[src/rtl/instr_fetch_unit.sv]
// instr_fetch_unit: PC owner and single-outstanding instruction fetcher; optional perf counters under IFU_PERF_CNT_EN
module instr_fetch_unit #(
    parameter int IW = 16,
    parameter int AW = 8,
    parameter logic [AW-1:0] RESET_PC = '0
) (
    input  logic          clk,
    input  logic          rst,
    output logic          imem_req,
    output logic [AW-1:0] imem_addr,
    input  logic [IW-1:0] imem_rdata,
    input  logic          imem_ack,
    output logic [IW-1:0] instr,
    output logic [3:0]    opcode,
    output logic [AW-1:0] instr_pc,
    output logic          instr_valid,
    input  logic          dec_ready,
    input  logic          branch_taken,
    input  logic [AW-1:0] branch_target
`ifdef IFU_PERF_CNT_EN
    ,
    output logic [15:0]   fetch_count,
    output logic [15:0]   flush_count
`endif
);
    typedef enum logic [1:0] {IDLE, FETCH, HOLD, DRAIN} state_t;
    state_t state_q, state_d;
    logic [AW-1:0] pc_q, pc_d, addr_q, addr_d, instr_pc_q, instr_pc_d;
    logic [IW-1:0] instr_q, instr_d;
    logic req_q, req_d, valid_q, valid_d;
    logic [AW-1:0] next_pc;
    assign next_pc = branch_taken ? branch_target : pc_q;
    // next-state: a redirect always wins; an outstanding request must still be acked before refetching
    always_comb begin
        state_d    = state_q;
        pc_d       = pc_q;
        addr_d     = addr_q;
        req_d      = req_q;
        instr_d    = instr_q;
        instr_pc_d = instr_pc_q;
        valid_d    = valid_q;
        case (state_q)
            IDLE: begin
                state_d = FETCH;
                req_d   = 1'b1;
                addr_d  = pc_q;
            end
            FETCH: begin
                if (branch_taken) begin
                    pc_d    = branch_target;
                    valid_d = 1'b0;
                    state_d = imem_ack ? FETCH : DRAIN;
                    addr_d  = imem_ack ? branch_target : addr_q;
                end else if (imem_ack) begin
                    instr_d    = imem_rdata;
                    instr_pc_d = pc_q;
                    valid_d    = 1'b1;
                    pc_d       = pc_q + 1'b1;
                    state_d    = HOLD;
                    req_d      = 1'b0;
                end
            end
            HOLD: begin
                if (branch_taken || dec_ready) begin
                    pc_d    = next_pc;
                    valid_d = 1'b0;
                    state_d = FETCH;
                    req_d   = 1'b1;
                    addr_d  = next_pc;
                end
            end
            DRAIN: begin
                pc_d   = next_pc;
                state_d = imem_ack ? FETCH : DRAIN;
                addr_d  = imem_ack ? next_pc : addr_q;
            end
        endcase
    end
    // state and registered outputs
    always_ff @(posedge clk or negedge rst) begin
        if (!rst) begin
            state_q    <= IDLE;
            pc_q       <= RESET_PC;
            addr_q     <= RESET_PC;
            req_q      <= 1'b0;
            instr_q    <= '0;
            instr_pc_q <= '0;
            valid_q    <= 1'b0;
        end else begin
            state_q    <= state_d;
            pc_q       <= pc_d;
            addr_q     <= addr_d;
            req_q      <= req_d;
            instr_q    <= instr_d;
            instr_pc_q <= instr_pc_d;
            valid_q    <= valid_d;
        end
    end
    assign imem_req    = req_q;
    assign imem_addr   = addr_q;
    assign instr       = instr_q;
    assign opcode      = instr_q[IW-1:IW-4];
    assign instr_pc    = instr_pc_q;
    assign instr_valid = valid_q;
`ifdef IFU_PERF_CNT_EN
    logic [15:0] fetch_cnt_q, fetch_cnt_d, flush_cnt_q, flush_cnt_d;
    // saturating counts of delivered (not flushed) instructions and of redirects
    always_comb begin
        fetch_cnt_d = (valid_q && dec_ready && !branch_taken && fetch_cnt_q != 16'hFFFF) ? fetch_cnt_q + 16'd1 : fetch_cnt_q;
        flush_cnt_d = (branch_taken && flush_cnt_q != 16'hFFFF) ? flush_cnt_q + 16'd1 : flush_cnt_q;
    end
    // counter registers
    always_ff @(posedge clk or negedge rst) begin
        if (!rst) begin
            fetch_cnt_q <= '0;
            flush_cnt_q <= '0;
        end else begin
            fetch_cnt_q <= fetch_cnt_d;
            flush_cnt_q <= flush_cnt_d;
        end
    end
    assign fetch_count = fetch_cnt_q;
    assign flush_count = flush_cnt_q;
`endif
endmodule
[config.mk]
export PLATFORM = sky130hd
export DESIGN_NAME = instr_fetch_unit
export DESIGN_NICKNAME = d
export VERILOG_FILES = /design/src/rtl/instr_fetch_unit.sv
export SDC_FILE = /design/constraint.sdc
export NUM_CORES = 1
export LEC_CHECK = 0
export BUFFER_PORTS_ARGS = -buffer_cell sky130_fd_sc_hd__buf_2
export CAP_MARGIN = 20
export CORE_ASPECT_RATIO = 1.1
export CORE_UTILIZATION = 46
export DETAILED_ROUTE_END_ITERATION = 12
export PLACE_DENSITY = 0.73
export SLEW_MARGIN = 25
export SYNTH_ARGS = -nofsm -noshare
export SYNTH_HDL_FRONTEND = slang
export SYNTH_SLANG_ARGS = --single-unit
[constraint.sdc]
create_clock -name clk -period 1.5 [get_ports clk]
set_clock_uncertainty 0.1 [all_clocks]
set_input_delay 0.225 -clock clk [delete_from_list [all_inputs] [get_ports clk]]
set_output_delay 0.225 -clock clk [all_outputs]
set_load 0.01 [all_outputs]
==> Word level (Yosys, flattened, before mapping) <==
Cells that the tools add are included.
Widths: inputs -> output; s select.
{ "totals": {"register_bits": 44, "input_bits": 29, "out_inout_bits": 38, "elab_cells": 51} }
{ "classes": {"addsub": 1, "n_eq_ne": 9, "mux": 22, "bitwise": 1, "reduce_logical": 11} }
{ "ops": {"columns": ["cell", "n"], "rows": [
  ["$mux 8", 7],
  ["$pmux 8 s4", 1],
  ["$pmux 8 s3", 1],
  ["$ne 2x2->1 const B", 5],
  ["$reduce_and 3->1", 3],
  ["$add 8x1->8 const B", 1],
  ["$mux 2", 4],
  ["$pmux 2 s4", 1],
  ["$reduce_and 4->1", 2],
  ["$mux 1", 6],
  ["$reduce_bool 3->1", 2],
  ["$eq 2x2->1 const B", 2],
  ["$ne 3x3->1 const B", 1],
  ["$pmux 1 s3", 1],
  ["$eq 2x1->1 const B", 1],
  ["$logic_not 2->1", 1],
  ["$pmux 1 s2", 1],
  ["$reduce_and 2->1", 1],
  ["$reduce_bool 2->1", 1],
  ["$logic_or 1x1->1", 1],
  ["$not 1->1", 1]
]} }

==> Logic depth before layout (Yosys ltp) <==
{ "logic_depth": {"word_depth": 4, "depth_mapped": 6, "depth_no_buf": 5} }

==> Least setup slack after synthesis <==
Ideal clock, no wire load.
{ "synth_timing": {"path_type": "register -> register", "startpoint": "register state_q[1]", "endpoint": "register instr_q[10] (netlist: instr[10])", "setup_ns": 0.125, "arrival_time_ns": 1.326, "t_required_ns": 1.275, "slack_ns": -0.051, "stages_incl_launch_ff": 5, "n_path_buf": 2, "synth_period_minus_slack_ns": 1.551, "cell_sequence": "dfrtp_1 > buf_6 > nor3_4 > buf_4 > mux2_2"} }
{ "synth_between": {"elab_chain_cells": 2} }
{ "synth_lines": {"columns": ["item", "line", "text"], "rows": [
  ["start, declared", "27", "state_t state_q, state_d;"],
  ["start signal, assigned", "90", "state_q <= state_d;"],
  ["$eq 2x1->1", "42", "case (state_q)"],
  ["$reduce_and 3->1 (no source line)", null, null],
  ["end signal, assigned", "94", "instr_q <= instr_d;"],
  ["end, declared", "29", "logic [IW-1:0] instr_q, instr_d;"]
]} }
No other way between the ends.
A chain may end at the register's enable or synchronous reset.

==> Worst setup path in the final report <==
{ "layout_timing": {"startpoint": "register state_q[1]", "endpoint": "register pc_q[6]"} }
{ "layout_between": {"elab_chain_cells": 3, "word_cells_on_any_way": 8, "cone_classes": "5 x eq/ne; 1 x mux; 2 x reduce/logical"} }
{ "layout_lines": {"columns": ["item", "line", "text"], "rows": [
  ["$eq 2x1->1 or $eq 2x2->1 (tied branches)", "42", null],
  ["$ne 3x3->1 (no source line), or another cell as far along", null, null],
  ["$reduce_and 3->1 (no source line)", null, null],
  ["end signal, assigned", "91", "pc_q <= pc_d;"],
  ["end, declared", "28", "logic [AW-1:0] pc_q, pc_d, addr_q, addr_d, instr_pc_q, instr_pc_d;"]
]} }
Parallel ways exist; a longest one is shown, timed or not.

==> results.py <==
metrics = {
    "clocking": {
        "clk_path_buf_depth": 2,
        "root_buffer": "clkbuf_8",
        "cts_sinks": 44,
        "clock_latency_ns": 0.31,
        "cts-htree-levels": 2,
        "numCtsBuffers": 5,
        "cts_tree": "yes",
        "clkSlewWorstSetupHoldPaths_ns": 0.09,
    },
    "sta": {
        "final.period_utilization": 1.024,
        "setup_viol": 24,
        "hold_ws_ns": 0.04295,
        "period_needed_ns": 1.536,
        "tightest_slew_ns": 0.3218,
        "rsz0062_at_grt": "true",
        "slew_violations": 0,
        "maxSlewHeadroom": 0.7855,
        "hold_viol": 0,
        "max_freq_ghz": 0.6511,
        "worst_slack_ns": -0.03575,
    },
    "yosys": {
        "syn_nets": 214,
        "yosys_register_bits": 44,
        "yosysUniqueCellTypes": 48,
        "synthFlopType": "dfrtp_1",
        "synth_edf_count": 0,
        "syn_inst": 184,
        "synth_area_per_cell_um2": 11.62,
        "yosys_warnings": 0,
        "synth-async-reset-ratio": 1.000,
        "synth_area_um2": 2138,
        "yosysSeqAreaShare": 0.5149,
    },
    "power_and_ir_drop": {
        "intPower_w": 0.003294,
        "pwr-share-clk": 0.217,
        "p_comb_frac": 0.396,
        "power_leakage_nw": 1.455,
        "seq_power_share": 0.387,
        "peakVddDrop_mv": 0.9939,
        "power_density_nw_per_um2": 1588,
        "switching_share": 0.3292,
        "p_sw_w": 0.001616,
    },
    "routing": {
        "drtIter0Drc": 129,
        "viasPerCell": 5.647,
        "drc_errors": 0,
        "route.vias.total": 1858,
        "wl_mm": 5.997,
        "drtPass1Iterations": 4,
        "drtAntennaViolNets": 0,
        "post_drt_wl_per_cell_um": 18.23,
    },
    "setup_path": {
        "cp-end-kind": "flop",
        "cpMaxStageDelayCell": "dfrtp_2",
        "rr_worst_depth": 4,
        "worstReg2RegStart": "state_q[1]$_DFFE_PN0P_",
        "crit_chain": "and4bb_4 > a41oi_1 > o21ai_0 > o311a_1",
        "path_max_fanout": 6,
        "cp.arrival_ns": 1.69,
        "start_kind": "flop",
        "r2r_slack_ns": -0.04,
        "crit_family": "compound AO/OA/AOI/OAI gates",
        "worstSetupPathType": "flop to flop",
        "critPathBufInv": 0,
        "cpPeakStageDelay_ns": 0.47,
        "required_ns": 1.65,
        "r2r_end": "pc_q[6]$_DFFE_PN0P_",
    },
    "finish": {
        "layout.cells.non_filler": 329,
        "n_fill_cell": 327,
        "seq_area_um2": 1104,
        "final_nets": 305,
        "final_common_cell": "buf_2",
        "syn_to_final_growth_pct": 44.65,
        "mostFrequentLayoutCells": "buf_2 (66), dfrtp_1 (42), mux2_4 (19), buf_4 (18), a21oi_1 (14)",
        "multiInputGateArea_um2": 1086,
        "drive_gt1_frac": 0.5636,
        "antennaDiodeCount": 0,
    },
    "min_path": {
        "min_from": "imem_rdata[6]",
        "hold_depth": 2,
        "hold_class": "primary input to flop",
        "hold_end": "instr[6]$_DFFE_PN0P_",
    },
    "floorplan": {
        "die_w_um": 67.01,
        "core-area_um2": 4379,
        "fp.dieH_um": 73.51,
        "boundaryPins": 67,
        "start_util": 0.4883,
        "rows": 25,
        "die-area_um2": 4925,
    },
    "status": {
        "status": "complete, but fails checks",
        "violations": "setup timing",
    },
    "place": {
        "portBuffers": 66,
        "place_congestion": 0.8543,
        "hpwl_mm": 3.309,
        "dp_cells": 309,
    },
    "run": {
        "maxCapViolCount": 0,
    },
    "global_routing": {
        "grt_pass1_wl_mm": 7.472,
        "track_usage": 0.2088,
        "grt_pass1_vias": 1576,
        "grt_max_degree": 45,
        "grt_remaining_overflow": 0,
        "antenna_found_initial": 0,
    },
}
synth_stat cells, drive strengths merged, types with 3 or more instances:
master  count  area (µm²)
a21oi      15       75.07
buf        12       93.83
dfrtp      44        1101
inv         8       30.03
mux2       24       270.3
mux2i       6       60.06
nand2       8       32.54
nand2b      4       25.02
nand4       3       33.78
nor2       17       63.81
o21ai       8       43.79
o22ai       4       31.28
final cells by class:
type	instances	area share
multi-input combinational	119	0.3511
tap	54	0.02184
timing repair buffer	97	0.2189
clock inverter	2	0.01942
inverter	8	0.009709
clock buffer	5	0.02225
sequential	44	0.3568
layer usage:
layer | wire length (µm) | up-vias | global-route usage
met1 | 2514 | 920 | 0.2760
met2 | 2988 | 77 | 0.3144
met4 | 191 | 0 | 0.1087
li1 | - | 845 | -
met3 | 301 | 16 | 0.05124
met5 | 0 | - | 0
timing repair:
action                                 in CTS  in global routing
cloned                                      1                  3
hold buffers                                1                  0
setup endpoints to repair                  40                 43
resized for setup                          15                 41
setup buffers                               4                  4
pin swaps                                  13                  8
endpoints found under the hold margin      44                  0
power by group through the flow:
stage               sequential, W  clock, W  combinational, W
floorplan                 0.00204         0          0.000759
global placement          0.00187         0           0.00151
detailed placement        0.00189         0           0.00154
CTS                       0.00187   0.00107           0.00163
global route              0.00195   0.00111           0.00209
finish                    0.00190   0.00106           0.00195
how the worst max path moves through the flow:
stage | from | to | slack, ns | cells past startpoint
after CTS | state_q[0]$_DFFE_PN0P_ | imem_addr[5]$_DFFE_PN0P_ | -0.04 | 6
after floorplan | state_q[1]$_DFFE_PN0P_ | instr[10]$_DFFE_PN0P_ | -0.02 | 4
after detailed placement | state_q[1]$_DFFE_PN0P_ | imem_addr[3]$_DFFE_PN0P_ | -0.21 | 4
after global routing | state_q[0]$_DFFE_PN0P_ | imem_addr[7]$_DFFE_PN0P_ | -0.08 | 6
after global placement | state_q[1]$_DFFE_PN0P_ | pc_q[7]$_DFFE_PN0P_ | -0.11 | 4
final | state_q[1]$_DFFE_PN0P_ | pc_q[6]$_DFFE_PN0P_ | -0.04 | 4
stage by stage:
step	setup TNS, ns	setup slack, ns	utilization	instance area, µm²	power (W)
floorplan	-0.3726	-0.02077	-	2146	0.002796
global placement	-2.363	-0.1070	0.5934	2599	0.003376
detailed placement	-3.401	-0.2145	0.5934	2599	0.003429
CTS	-0.3769	-0.04225	0.6446	2823	0.004570
global route	-1.369	-0.08413	0.7063	3093	0.005152
finish	-0.3345	-0.03575	0.7063	3093	0.004910
kinds of logic after synthesis:
logic type | Yosys count | share of synthesized area
AOI/OAI and AO/OA | 46 | 0.1510
DFF | 44 | 0.5149
and+or+nand+nor | 42 | 0.1141
muxes | 30 | 0.1545
buffers and inverters | 21 | 0.05968
adders and majority gates | 1 | 0.005850
state kept, by name, summed over array words and instances (netlist names):
name,flops
pc_q,8
instr,16
imem_addr,8
instr_pc,8
imem_req,1
state_q,2
instr_valid,1
Power figures use the tool's default switching activity.
